[config.mk]
export PLATFORM = sky130hd
export DESIGN_NAME = pipeline_hazard_ctrl_flat
export DESIGN_NICKNAME = d
export VERILOG_FILES = /design/src/rtl/pipeline_hazard_ctrl_if.sv /design/src/rtl/pipeline_hazard_ctrl.sv /design/src/flat_wrapper.sv
export SDC_FILE = /design/constraint.sdc
export NUM_CORES = 1
export LEC_CHECK = 0
export CAP_MARGIN = 20
export CORE_MARGIN = 8
export CORE_UTILIZATION = 29
export CTS_CLUSTER_DIAMETER = 200
export DETAILED_ROUTE_END_ITERATION = 8
export PLACE_DENSITY_LB_ADDON = 0.25
export SETUP_SLACK_MARGIN = 0.05
export SLEW_MARGIN = 20
export SYNTH_ARGS = -nofsm -noshare
export SYNTH_HDL_FRONTEND = slang
export SYNTH_SLANG_ARGS = --single-unit
[constraint.sdc]
create_clock -name clock -period 2.05 [get_ports clock]
set_input_delay 0.205 -clock clock [delete_from_list [all_inputs] [get_ports clock]]
set_output_delay 0.205 -clock clock [all_outputs]
set_load 0.02 [all_outputs]
[src/rtl/pipeline_hazard_ctrl_if.sv]
// Hazard-controller bus: hazard inputs from ID/EX/MEM, and the
// write/flush strobes and status it returns to the pipeline.
interface pipeline_hazard_ctrl_if #(
  parameter int CNT_W = 16
);
  logic [4:0]       id_rs;
  logic [4:0]       id_rt;
  logic             idex_mem_read;
  logic [4:0]       idex_rt;
  logic             exmem_branch;
  logic             exmem_zero;
  logic             exmem_mem_read;
  logic             exmem_mem_write;
  logic             mem_ready;
  logic             pc_write;
  logic             ifid_write;
  logic             idex_write;
  logic             exmem_write;
  logic             ifid_flush;
  logic             idex_flush;
  logic             exmem_flush;
  logic             memwb_flush;
  logic             mem_timeout;
  logic [7:0]       wait_count;
  logic [CNT_W-1:0] stall_count;

  // Pipeline datapath side
  modport master (
    output id_rs, id_rt, idex_mem_read, idex_rt, exmem_branch, exmem_zero,
           exmem_mem_read, exmem_mem_write, mem_ready,
    input  pc_write, ifid_write, idex_write, exmem_write, ifid_flush,
           idex_flush, exmem_flush, memwb_flush, mem_timeout, wait_count,
           stall_count
  );

  // Hazard controller side
  modport slave (
    input  id_rs, id_rt, idex_mem_read, idex_rt, exmem_branch, exmem_zero,
           exmem_mem_read, exmem_mem_write, mem_ready,
    output pc_write, ifid_write, idex_write, exmem_write, ifid_flush,
           idex_flush, exmem_flush, memwb_flush, mem_timeout, wait_count,
           stall_count
  );
endinterface

[src/rtl/pipeline_hazard_ctrl.sv]
// Hazard and sequencing controller for the 5-stage MIPS pipeline.
// Handles load-use stalls, MEM-resolved branch flushes and multi-cycle
// data-memory waits with a timeout lock.
// Optional macro STALL_STATS_EN: when defined, stall_count counts cycles
// with pc_write=0 (saturating); otherwise it is tied to zero.
module pipeline_hazard_ctrl #(
  parameter int TIMEOUT_CYCLES = 15,
  parameter int CNT_W          = 16
) (
  input  logic                   clock,
  input  logic                   reset,
  pipeline_hazard_ctrl_if.slave  hz
);

  typedef enum logic [1:0] {RUN, MEM_WAIT, LOCK} state_e;

  state_e     state_q, state_d;
  logic [7:0] wait_count_q, wait_count_d;
  logic       mem_timeout_q, mem_timeout_d;

  logic mem_access, branch_taken, load_use, frozen;
  logic pc_write, ifid_write, idex_write, exmem_write;
  logic ifid_flush, idex_flush, exmem_flush, memwb_flush;

  assign mem_access   = hz.exmem_mem_read | hz.exmem_mem_write;
  assign branch_taken = hz.exmem_branch & hz.exmem_zero;
  assign load_use     = hz.idex_mem_read & (hz.idex_rt != 5'd0) &
                        ((hz.idex_rt == hz.id_rs) | (hz.idex_rt == hz.id_rt));
  // Memory freeze: a new unready access in RUN, or still waiting in MEM_WAIT
  assign frozen = ~hz.mem_ready &
                  (((state_q == RUN) & mem_access) | (state_q == MEM_WAIT));

  // Strobes: reset > lock > memory freeze > branch flush > load-use stall
  always_comb begin
    pc_write    = 1'b1;
    ifid_write  = 1'b1;
    idex_write  = 1'b1;
    exmem_write = 1'b1;
    ifid_flush  = 1'b0;
    idex_flush  = 1'b0;
    exmem_flush = 1'b0;
    memwb_flush = 1'b0;
    if (reset) begin
      {pc_write, ifid_write, idex_write, exmem_write} = 4'b0000;
      {ifid_flush, idex_flush, exmem_flush, memwb_flush} = 4'b1111;
    end else if (state_q == LOCK || frozen) begin
      {pc_write, ifid_write, idex_write, exmem_write} = 4'b0000;
      memwb_flush = 1'b1;
    end else if (branch_taken) begin
      // Dependent instruction in ID is squashed, so load-use is moot here
      ifid_flush  = 1'b1;
      idex_flush  = 1'b1;
      exmem_flush = 1'b1;
    end else if (load_use) begin
      pc_write   = 1'b0;
      ifid_write = 1'b0;
      idex_flush = 1'b1;
    end
  end

  // Next state: track memory wait length and trip into LOCK on timeout
  always_comb begin
    state_d       = state_q;
    wait_count_d  = wait_count_q;
    mem_timeout_d = mem_timeout_q;
    case (state_q)
      RUN: begin
        if (mem_access && !hz.mem_ready) begin
          state_d      = MEM_WAIT;
          wait_count_d = 8'd1;
        end
      end
      MEM_WAIT: begin
        if (hz.mem_ready) begin
          state_d      = RUN;
          wait_count_d = 8'd0;
        end else if (wait_count_q == 8'(TIMEOUT_CYCLES)) begin
          state_d       = LOCK;
          mem_timeout_d = 1'b1;
        end else begin
          wait_count_d = wait_count_q + 8'd1;
        end
      end
      default: ; // LOCK holds until reset
    endcase
  end

  // State, wait counter and sticky timeout registers
  always_ff @(posedge clock) begin
    if (reset) begin
      state_q       <= RUN;
      wait_count_q  <= 8'd0;
      mem_timeout_q <= 1'b0;
    end else begin
      state_q       <= state_d;
      wait_count_q  <= wait_count_d;
      mem_timeout_q <= mem_timeout_d;
    end
  end

`ifdef STALL_STATS_EN
  logic [CNT_W-1:0] stall_count_q, stall_count_d;

  // Saturating count of cycles where the PC is held
  always_comb begin
    stall_count_d = stall_count_q;
    if (!pc_write && stall_count_q != '1)
      stall_count_d = stall_count_q + 1'b1;
  end

  // Stall statistics register
  always_ff @(posedge clock) begin
    if (reset) stall_count_q <= '0;
    else       stall_count_q <= stall_count_d;
  end

  assign hz.stall_count = stall_count_q;
`else
  assign hz.stall_count = '0;
`endif

  assign hz.pc_write    = pc_write;
  assign hz.ifid_write  = ifid_write;
  assign hz.idex_write  = idex_write;
  assign hz.exmem_write = exmem_write;
  assign hz.ifid_flush  = ifid_flush;
  assign hz.idex_flush  = idex_flush;
  assign hz.exmem_flush = exmem_flush;
  assign hz.memwb_flush = memwb_flush;
  assign hz.mem_timeout = mem_timeout_q;
  assign hz.wait_count  = wait_count_q;

endmodule

[src/flat_wrapper.sv]
// flat-port wrapper written by rule: the top's interface ports become plain ports
module pipeline_hazard_ctrl_flat 
#(
  parameter int TIMEOUT_CYCLES = 15,
  parameter int CNT_W          = 16
)
  (clock, reset, hz_id_rs, hz_id_rt, hz_idex_mem_read, hz_idex_rt, hz_exmem_branch, hz_exmem_zero, hz_exmem_mem_read, hz_exmem_mem_write, hz_mem_ready, hz_pc_write, hz_ifid_write, hz_idex_write, hz_exmem_write, hz_ifid_flush, hz_idex_flush, hz_exmem_flush, hz_memwb_flush, hz_mem_timeout, hz_wait_count, hz_stall_count);
  pipeline_hazard_ctrl_if #(.CNT_W(CNT_W)) hz_i ();
  input  logic clock;
  input  logic reset;
  input wire logic [$bits(hz_i.id_rs)-1:0] hz_id_rs;
  input wire logic [$bits(hz_i.id_rt)-1:0] hz_id_rt;
  input wire logic [$bits(hz_i.idex_mem_read)-1:0] hz_idex_mem_read;
  input wire logic [$bits(hz_i.idex_rt)-1:0] hz_idex_rt;
  input wire logic [$bits(hz_i.exmem_branch)-1:0] hz_exmem_branch;
  input wire logic [$bits(hz_i.exmem_zero)-1:0] hz_exmem_zero;
  input wire logic [$bits(hz_i.exmem_mem_read)-1:0] hz_exmem_mem_read;
  input wire logic [$bits(hz_i.exmem_mem_write)-1:0] hz_exmem_mem_write;
  input wire logic [$bits(hz_i.mem_ready)-1:0] hz_mem_ready;
  output wire logic [$bits(hz_i.pc_write)-1:0] hz_pc_write;
  output wire logic [$bits(hz_i.ifid_write)-1:0] hz_ifid_write;
  output wire logic [$bits(hz_i.idex_write)-1:0] hz_idex_write;
  output wire logic [$bits(hz_i.exmem_write)-1:0] hz_exmem_write;
  output wire logic [$bits(hz_i.ifid_flush)-1:0] hz_ifid_flush;
  output wire logic [$bits(hz_i.idex_flush)-1:0] hz_idex_flush;
  output wire logic [$bits(hz_i.exmem_flush)-1:0] hz_exmem_flush;
  output wire logic [$bits(hz_i.memwb_flush)-1:0] hz_memwb_flush;
  output wire logic [$bits(hz_i.mem_timeout)-1:0] hz_mem_timeout;
  output wire logic [$bits(hz_i.wait_count)-1:0] hz_wait_count;
  output wire logic [$bits(hz_i.stall_count)-1:0] hz_stall_count;
  assign hz_i.id_rs = hz_id_rs;
  assign hz_i.id_rt = hz_id_rt;
  assign hz_i.idex_mem_read = hz_idex_mem_read;
  assign hz_i.idex_rt = hz_idex_rt;
  assign hz_i.exmem_branch = hz_exmem_branch;
  assign hz_i.exmem_zero = hz_exmem_zero;
  assign hz_i.exmem_mem_read = hz_exmem_mem_read;
  assign hz_i.exmem_mem_write = hz_exmem_mem_write;
  assign hz_i.mem_ready = hz_mem_ready;
  assign hz_pc_write = hz_i.pc_write;
  assign hz_ifid_write = hz_i.ifid_write;
  assign hz_idex_write = hz_i.idex_write;
  assign hz_exmem_write = hz_i.exmem_write;
  assign hz_ifid_flush = hz_i.ifid_flush;
  assign hz_idex_flush = hz_i.idex_flush;
  assign hz_exmem_flush = hz_i.exmem_flush;
  assign hz_memwb_flush = hz_i.memwb_flush;
  assign hz_mem_timeout = hz_i.mem_timeout;
  assign hz_wait_count = hz_i.wait_count;
  assign hz_stall_count = hz_i.stall_count;
  pipeline_hazard_ctrl #(.TIMEOUT_CYCLES(TIMEOUT_CYCLES), .CNT_W(CNT_W)) u_core (.clock(clock), .reset(reset), .hz(hz_i));
endmodule
* Word level (Yosys, flattened, before mapping)
Index checks and enable logic that the tools add are counted.
Operators by class: bitwise operators 9, $add $sub $neg 1, reduce and logical (&&, ||, !) cells 9, multiplexer cells 23, equal/unequal tests 8
Operator list (number):
- $mux W8 | 3
- $pmux W8 S2 | 1
- $mux W1 | 15
- $eq A5 B5 Y1 | 2
- $reduce_and A3 Y1 | 3
- $add A8 B1 Y8 const B | 1
- $eq A8 B4 Y1 const B | 1
- $mux W2 | 3
- $ne A3 B3 Y1 const B | 2
- $and A1 B1 Y1 | 5
- $reduce_bool A5 Y1 | 1
- $pmux W2 S2 | 1
- $or A1 B1 Y1 | 3
- $eq A2 B1 Y1 const B | 1
- $eq A2 B2 Y1 const B | 1
- $logic_not A2 Y1 | 1
- $ne A2 B2 Y1 const B | 1
- $reduce_bool A2 Y1 | 1
- $logic_and A1 B1 Y1 | 1
- $logic_not A1 Y1 | 1
- $logic_or A1 B1 Y1 | 1
- $not A1 Y1 | 1
Word-level totals: input bits 23, flip-flop bits (word level) 11, output and inout bits 33, word-level logic and storage cells 53

* Depth between registers and ports, before layout
Gate-level depths: netlist of run 1.
depth in word-level cells 7, gate-level depth with buffers 5, mapped depth without buffers 5

* Least setup slack after synthesis of run 1
OpenSTA, ideal clock, no wires.
kind reg2reg, start register u_core.wait_count_q[0], in the netlist u_core.hz.wait_count[0], end register u_core.wait_count_q[6], in the netlist u_core.hz.wait_count[6], library setup time 70 ps, path buffers 0, data arrival time 1670 ps, clock period less this slack 1740 ps, stages on the path, launching flop included 6, data required time 1980 ps, slack 310 ps, cell sequence dfxtp_1 ha_1 nand3_4 or3_1 or3_1 a21oi_1
On the way: longest elaborated chain between the ends 4, elaborated cells on any way between the ends 7, classes of those cells add/sub: 1; eq/ne: 2; mux: 3; reduce/logical: 1
RTL lines:
- start: declaration | line pipeline_hazard_ctrl.sv:18 | logic [7:0] wait_count_q, wait_count_d;
- start signal: assignment | line pipeline_hazard_ctrl.sv:96 | wait_count_q <= wait_count_d;
- $add A8 B1 Y8 | line pipeline_hazard_ctrl.sv:81 | wait_count_d = wait_count_q + 8'd1;
- $mux W8 | line pipeline_hazard_ctrl.sv:77 | end else if (wait_count_q == 8'(TIMEOUT_CYCLES)) begin
- $mux W8 | line pipeline_hazard_ctrl.sv:74 | if (hz.mem_ready) begin
- $pmux W8 S2 | line pipeline_hazard_ctrl.sv:66 | case (state_q)
Parallel ways exist; a longest one is shown, timed or not. The select of a mux whose other input is x is not followed. A chain may end at the register's enable or synchronous reset.

* Worst setup path after layout of run 1
start input port hz_idex_rt[2], end output port hz_ifid_write
On the way: longest elaborated chain between the ends 7, elaborated cells on any way between the ends 10, classes of those cells eq/ne: 2; mux: 4; bitwise: 3; reduce/logical: 1
RTL lines:
- start: declaration | line flat_wrapper.sv:14 | input wire logic [$bits(hz_i.idex_rt)-1:0] hz_idex_rt;
- $eq A5 B5 Y1 or $reduce_bool A5 Y1 (tied branches) | line pipeline_hazard_ctrl.sv:28, pipeline_hazard_ctrl.sv:27
- $or A1 B1 Y1 or $and A1 B1 Y1 (tied branches) | line pipeline_hazard_ctrl.sv:28, pipeline_hazard_ctrl.sv:27
- $and A1 B1 Y1 * | line pipeline_hazard_ctrl.sv:27 | assign load_use = hz.idex_mem_read & (hz.idex_rt != 5'd0) &
- $mux W1 * | line pipeline_hazard_ctrl.sv:54 | end else if (load_use) begin
- $mux W1 * | line pipeline_hazard_ctrl.sv:49 | end else if (branch_taken) begin
- $mux W1 * | line pipeline_hazard_ctrl.sv:46 | end else if (state_q == LOCK || frozen) begin
- $mux W1 * | line pipeline_hazard_ctrl.sv:43 | if (reset) begin
- end: declaration | line flat_wrapper.sv:21 | output wire logic [$bits(hz_i.ifid_write)-1:0] hz_ifid_write;
Mark *: on every way between the ends. The rest lies on a longest branch, timed or not.

==> results.py, run 1 <==
metrics = {
    "yosys": {
        "synthMuxAreaShare_pct": 1.03,
        "postSynthRegisterBits": 11,
        "ys.warnings.count": 0,
        "ys_top_cells_by_area": "dfxtp_1, buf_4, xor2_1",
        "synthCells": 121,
        "syn_area_per_cell_um2": 8.01,
        "synthAdderAreaFrac_pct": 1.29,
        "synth_top_cell_by_area": "dfxtp_1",
        "synth_top_area_share_pct": 22.7,
        "synth_ff_type": "dfxtp_1",
        "synth_edf_count": 0,
        "seq_area_frac_synth_pct": 22.7,
        "async_flop_share_pct": 0,
        "syn-cell-area_um2": 970,
        "synth_simple_gate_area_share_pct": 21.5,
        "ys_types": 36,
        "synth_top_family_by_area": "compound AO/OA/AOI/OAI gates",
        "synth_compound_area_share_pct": 23.6,
        "yosys.area_share.xor_xnor_pct": 10.8,
    },
    "layout": {
        "multiInputGateArea_um2": 634,
        "final_cell_mix": "clkdlybuf4s50_1, conb_1, xor2_1",
        "seqCellArea_um2": 220,
        "final_core_util_pct": 43.0,
        "final_common_cell": "clkdlybuf4s50_1",
        "fill_cells": 344,
        "final_nets": 192,
        "drive_gt1_share_pct": 15.0,
        "diodes": 0,
        "syn_to_final_growth_pct": 45.5,
    },
    "routing": {
        "drtIter0Drc": 39,
        "drc": 0,
        "maxUsedRoutingLayer": "met4",
        "ant_nets": 0,
        "wl_per_cell_um": 13.1,
        "first_pass_iters": 4,
        "met3_length_um": 182,
        "detail_route.vias_per_cell": 4.54,
        "num_vias": 968,
        "wl_met2_um": 1490,
        "drt_wl_total_um": 2800,
        "wl_met1_um": 1070,
    },
    "clock_tree": {
        "cts-buffers-inserted": 3,
        "cts.root.buffer_cell": "clkbuf_4",
        "cts_setup_buffers": 0,
        "cts_tree": "yes",
        "holdBufCountCts": 0,
        "clockBufferDepth": 2,
        "clkTransAtPathRegs_ps": 70,
        "clock_latency_ps": 270,
        "cts_sinks": 11,
        "htreeDepth": 1,
    },
    "die": {
        "die_h_um": 73.8,
        "core_um2": 3280,
        "placementRows": 21,
        "num_io_pins": 56,
        "die_w_um": 73.8,
        "die-area_um2": 5450,
        "initial_core_util_pct": 29.5,
    },
    "power_and_ir_drop": {
        "finalPower_uw": 581,
        "clock_power_share_pct": 25.9,
        "power.density_nw_per_um2": 412,
        "intPower_uw": 389,
        "pwr-share-seq_pct": 38.0,
        "switchingPower_uw": 191,
        "swShare_pct": 33.0,
        "ir_drop_mv": 0.234,
        "p_leak_nw": 0.578,
        "power.share.combinational_pct": 36.1,
    },
    "global_route": {
        "grt_start_max_net_pins": 14,
        "grt.overflow.total": 0,
        "grt.total_usage_pct": 9.48,
        "grt_pass1_vias": 886,
        "grt_pass1_wl_um": 4060,
        "antenna_found_initial": 0,
    },
    "min_path": {
        "hold_class": "register to register",
        "holdPathStages": 2,
    },
    "timing": {
        "rsz0062_at_grt": "no",
        "finalCriticalPeriod_ps": 1940,
        "fmax_mhz": 517,
        "final-max-slew-violation-count": 0,
        "hold_violations": 0,
        "min_period_over_period_pct": 94.4,
        "setup_viol": 0,
        "fin_worst_skew_ps": 6.90,
    },
    "placement": {
        "numPortBuffers": 39,
        "dpl.hpwl_um": 2350,
        "gp_congestion": 0.825,
    },
    "worst_setup_path": {
        "cp_max_fo": 3,
        "worst-endpoint-arrival_ps": 1730,
        "required_ps": 1850,
        "r2r_cells": 5,
        "end_kind": "output port",
        "cp-start-kind": "input port",
        "critical_path_class": "input port to output port",
    },
    "flow_run": {
        "max_cap_violations": 0,
    },
    "outcome": {
        "status": "finished, final reports clean",
    },
}
-- power groups by stage --
stage | clock [mW] | combinational (mW) | sequential [mW]
after floorplan | 0 | 0.133 | 0.231
after global placement | 0 | 0.212 | 0.225
after detailed placement | 0 | 0.215 | 0.226
after CTS | 0.157 | 0.208 | 0.221
after global routing | 0.162 | 0.226 | 0.221
final | 0.151 | 0.210 | 0.221
-- registers in the layout (all words and copies together) (netlist names) --
register,flops
u_core.hz.mem_timeout,1
u_core.hz.wait_count,8
u_core.state_q,2
-- metrics by stage --
stage          setup TNS (ps)  instances  hold WS (ps)  instance area, um^2  worst slack [ps]
6_report                    0        213           486                 1410               115
2_1_floorplan               0        136           394                 1030               310
5_1_grt                     0        213           537                 1410              50.8
3_5_place_dp            -1050        209           458                 1390              -371
3_3_place_gp             -849        209           479                 1390              -297
4_1_cts                     0        213           492                 1400              84.2
-- synthesized netlist by cell type, types with 2 or more instances --
library cell / count
buf_4: 20
xor2_1: 12
a21oi_1: 11
dfxtp_1: 11
nor2_1: 8
inv_1: 6
nor3_1: 5
o31ai_1: 5
nand2_1: 4
o21ai_1: 4
or4_1: 4
o211ai_1: 3
and2_1: 2
clkbuf_1: 2
o21bai_1: 2
or3_1: 2
-- per-layer routing --
| metal | vias up | track usage, % |
|---|---|---|
| met5 | - | 0 |
| met4 | 0 | 3.77 |
| met3 | 6 | 2.73 |
| met2 | 31 | 16.4 |
| met1 | 442 | 10.5 |
| li1 | 489 | - |
-- final timing paths --
check | start | endpoint | slack, ps
worst max register to register | u_core.hz.wait_count[1] | u_core.hz.wait_count[6] | 330
worst min register to register | u_core.hz.mem_timeout | u_core.hz.mem_timeout | 490
worst min-delay path | u_core.hz.mem_timeout | u_core.hz.mem_timeout | 490
worst max-delay path | hz_idex_rt[2] | hz_ifid_write | 110
-- critical path: stages --
cell,delay [ps]
clkdlybuf4s50_1,460
or4_1,540
o21ai_2,150
o311a_1,190
buf_2,180
-- logic make-up after synthesis --
group,count (synthesis)
flip-flops,11
other,1
AO/OA/AOI/OAI,34
adder cells (fa/ha/maj),1
multiplexers,1
buffers and inverters,28
AND/OR/NAND/NOR,33
XOR/XNOR,12
-- timing repair --
action | in CTS | in global routing
endpoints found under the setup margin | 7 | 4
resized for setup | 18 | 3
pin swaps | 1 | 3
-- cell type report --
type                       instances  share of cell area, %
timing repair buffer              49                   31.9
sequential                        11                   15.6
clock buffer                       4                   1.86
inverter                           6                   1.60
tap                               46                   4.08
multi-input combinational         97                   44.9
Note: power is estimated with default switching activity, not from simulation.
==> run 2, diff against run 1 <==
==> constraint.sdc (replaced) <==
create_clock -name clock -period 2.05 [get_ports clock]
set_input_delay 0.205 -clock clock [delete_from_list [all_inputs] [get_ports clock]]
set_output_delay 0.205 -clock clock [all_outputs]
set_load 0.1 [all_outputs]
==> results.py, run 2 (synthesized netlist as in run 1, its figures left out) <==
metrics = {
    "timing": {
        "setup_viol": 0,
        "finalCriticalPeriod_ps": 1940,
        "hold_violations": 0,
        "final-max-slew-violation-count": 0,
        "rsz0062_at_grt": "no",
        "min_period_over_period_pct": 94.8,
        "fin_worst_skew_ps": 0.604,
        "fmax_mhz": 514,
    },
    "layout": {
        "stdcell_area_um2": 1510,
        "final_cell_mix": "clkdlybuf4s50_1, conb_1, buf_4",
        "largest_reg_flops": 8,
        "syn_to_final_growth_pct": 55.4,
        "final_common_cell": "clkdlybuf4s50_1",
        "drive_gt1_share_pct": 31.5,
        "diodes": 0,
        "fin_cells": 208,
        "final_nets": 187,
    },
    "routing": {
        "drtIter0Drc": 27,
        "detail_route.vias_per_cell": 4.59,
        "drc": 0,
        "wl_per_cell_um": 13.1,
        "first_pass_iters": 4,
        "num_vias": 955,
        "drt_wl_total_um": 2740,
        "ant_nets": 0,
    },
    "clock_tree": {
        "clockBufferDepth": 2,
        "holdBufCountCts": 0,
        "clock_latency_ps": 270,
        "clkTransAtPathRegs_ps": 70,
        "cts_sinks": 11,
        "cts.root.buffer_cell": "clkbuf_4",
        "htreeDepth": 1,
        "cts_tree": "yes",
        "cts-buffers-inserted": 3,
    },
    "die": {
        "die-area_um2": 5450,
        "core_um2": 3280,
        "initial_core_util_pct": 29.5,
        "die_w_um": 73.8,
        "die_h_um": 73.8,
        "placementRows": 21,
        "num_io_pins": 56,
    },
    "global_route": {
        "grt.overflow.total": 0,
        "antenna_found_initial": 0,
        "grt_pass1_vias": 980,
        "grt.total_usage_pct": 10.1,
        "grt_start_max_net_pins": 15,
        "grt_pass1_wl_um": 4400,
    },
    "power_and_ir_drop": {
        "power.density_nw_per_um2": 535,
        "p_leak_nw": 0.626,
        "finalPower_uw": 806,
        "ir_drop_mv": 0.281,
    },
    "worst_setup_path": {
        "required_ps": 1850,
        "end_kind": "output port",
        "worst-endpoint-arrival_ps": 1740,
        "cp-start-kind": "input port",
        "critical_path_class": "input port to output port",
        "cp_max_fo": 3,
    },
    "placement": {
        "postPlaceCellArea_um2": 1450,
        "gp_congestion": 0.883,
        "numPortBuffers": 39,
        "dpl.hpwl_um": 2250,
        "placedCellCount": 203,
    },
    "min_path": {
        "hold_class": "register to register",
    },
    "flow_run": {
        "max_cap_violations": 0,
    },
    "outcome": {
        "status": "finished, final reports clean",
    },
}
run 2: cell types whose count changed in the layout (fill, tap and decap cells not counted), moves of 3 or more:
cell / before / now
clkdlybuf4s50_1: 30 / 17
dfxtp_1: 11 / 2
dfxtp_2: 0 / 9
buf_12: 0 / 8
buf_4: 10 / 14
buf_2: 3 / 0
run 2: area by class of cell:
| cell class | instances | area (um^2) |
|---|---|---|
| multi-input combinational | 97 | 671 |
| sequential | 11 | 231 |
| clock buffer | 4 | 26.3 |
| fill | 337 | 1780 |
| timing repair buffer | 44 | 490 |
| tap | 46 | 57.6 |
| inverter | 6 | 30.0 |
run 2: worst max-delay path: stages:
cell,delay (ps)
clkdlybuf4s50_1,470
xor2_1,180
nor3_1,190
a22oi_2,110
o311a_4,400
buf_12,170
run 2: final timing paths:
kind	end	depth (start not counted)	start	slack, ps
min	u_core.hz.mem_timeout	2	u_core.hz.mem_timeout	470
max	hz_pc_write	6	hz_idex_rt[4]	110
max reg2reg	u_core.hz.wait_count[6]	5	u_core.hz.wait_count[0]	390
min reg2reg	u_core.hz.mem_timeout	2	u_core.hz.mem_timeout	470
run 2: per-stage QoR:
| stage | setup slack, ps | hold WS, ps | TNS (ps) | utilization, % |
|---|---|---|---|---|
| after floorplan | -237 | 395 | -369 | - |
| after global placement | 25.1 | 460 | 0 | 44.2 |
| after detailed placement | 7.73 | 465 | 0 | 44.2 |
| after CTS | 68.5 | 484 | 0 | 45.4 |
| after global routing | 59.0 | 536 | 0 | 45.9 |
| final | 106 | 474 | 0 | 45.9 |
run 2: power by group:
part | internal [mW] | total [mW] | switching (mW)
Sequential | 0.218 | 0.223 | 0.00534
Combinational | 0.124 | 0.432 | 0.307
Clock | 0.0753 | 0.151 | 0.0755
run 2: layer usage:
layer	up-vias	global-route usage [%]	routed length (um)
li1	475	-	-
met1	434	12.1	1290
met2	42	16.7	1180
met3	4	2.32	229
met4	0	3.99	31
met5	-	0	0
run 2: timing repair:
item,in CTS,in global routing
hold endpoints to repair,0,0
gates resized for setup,6,3
pin swaps,1,2
setup buffers,0,1
setup endpoints to repair,3,5
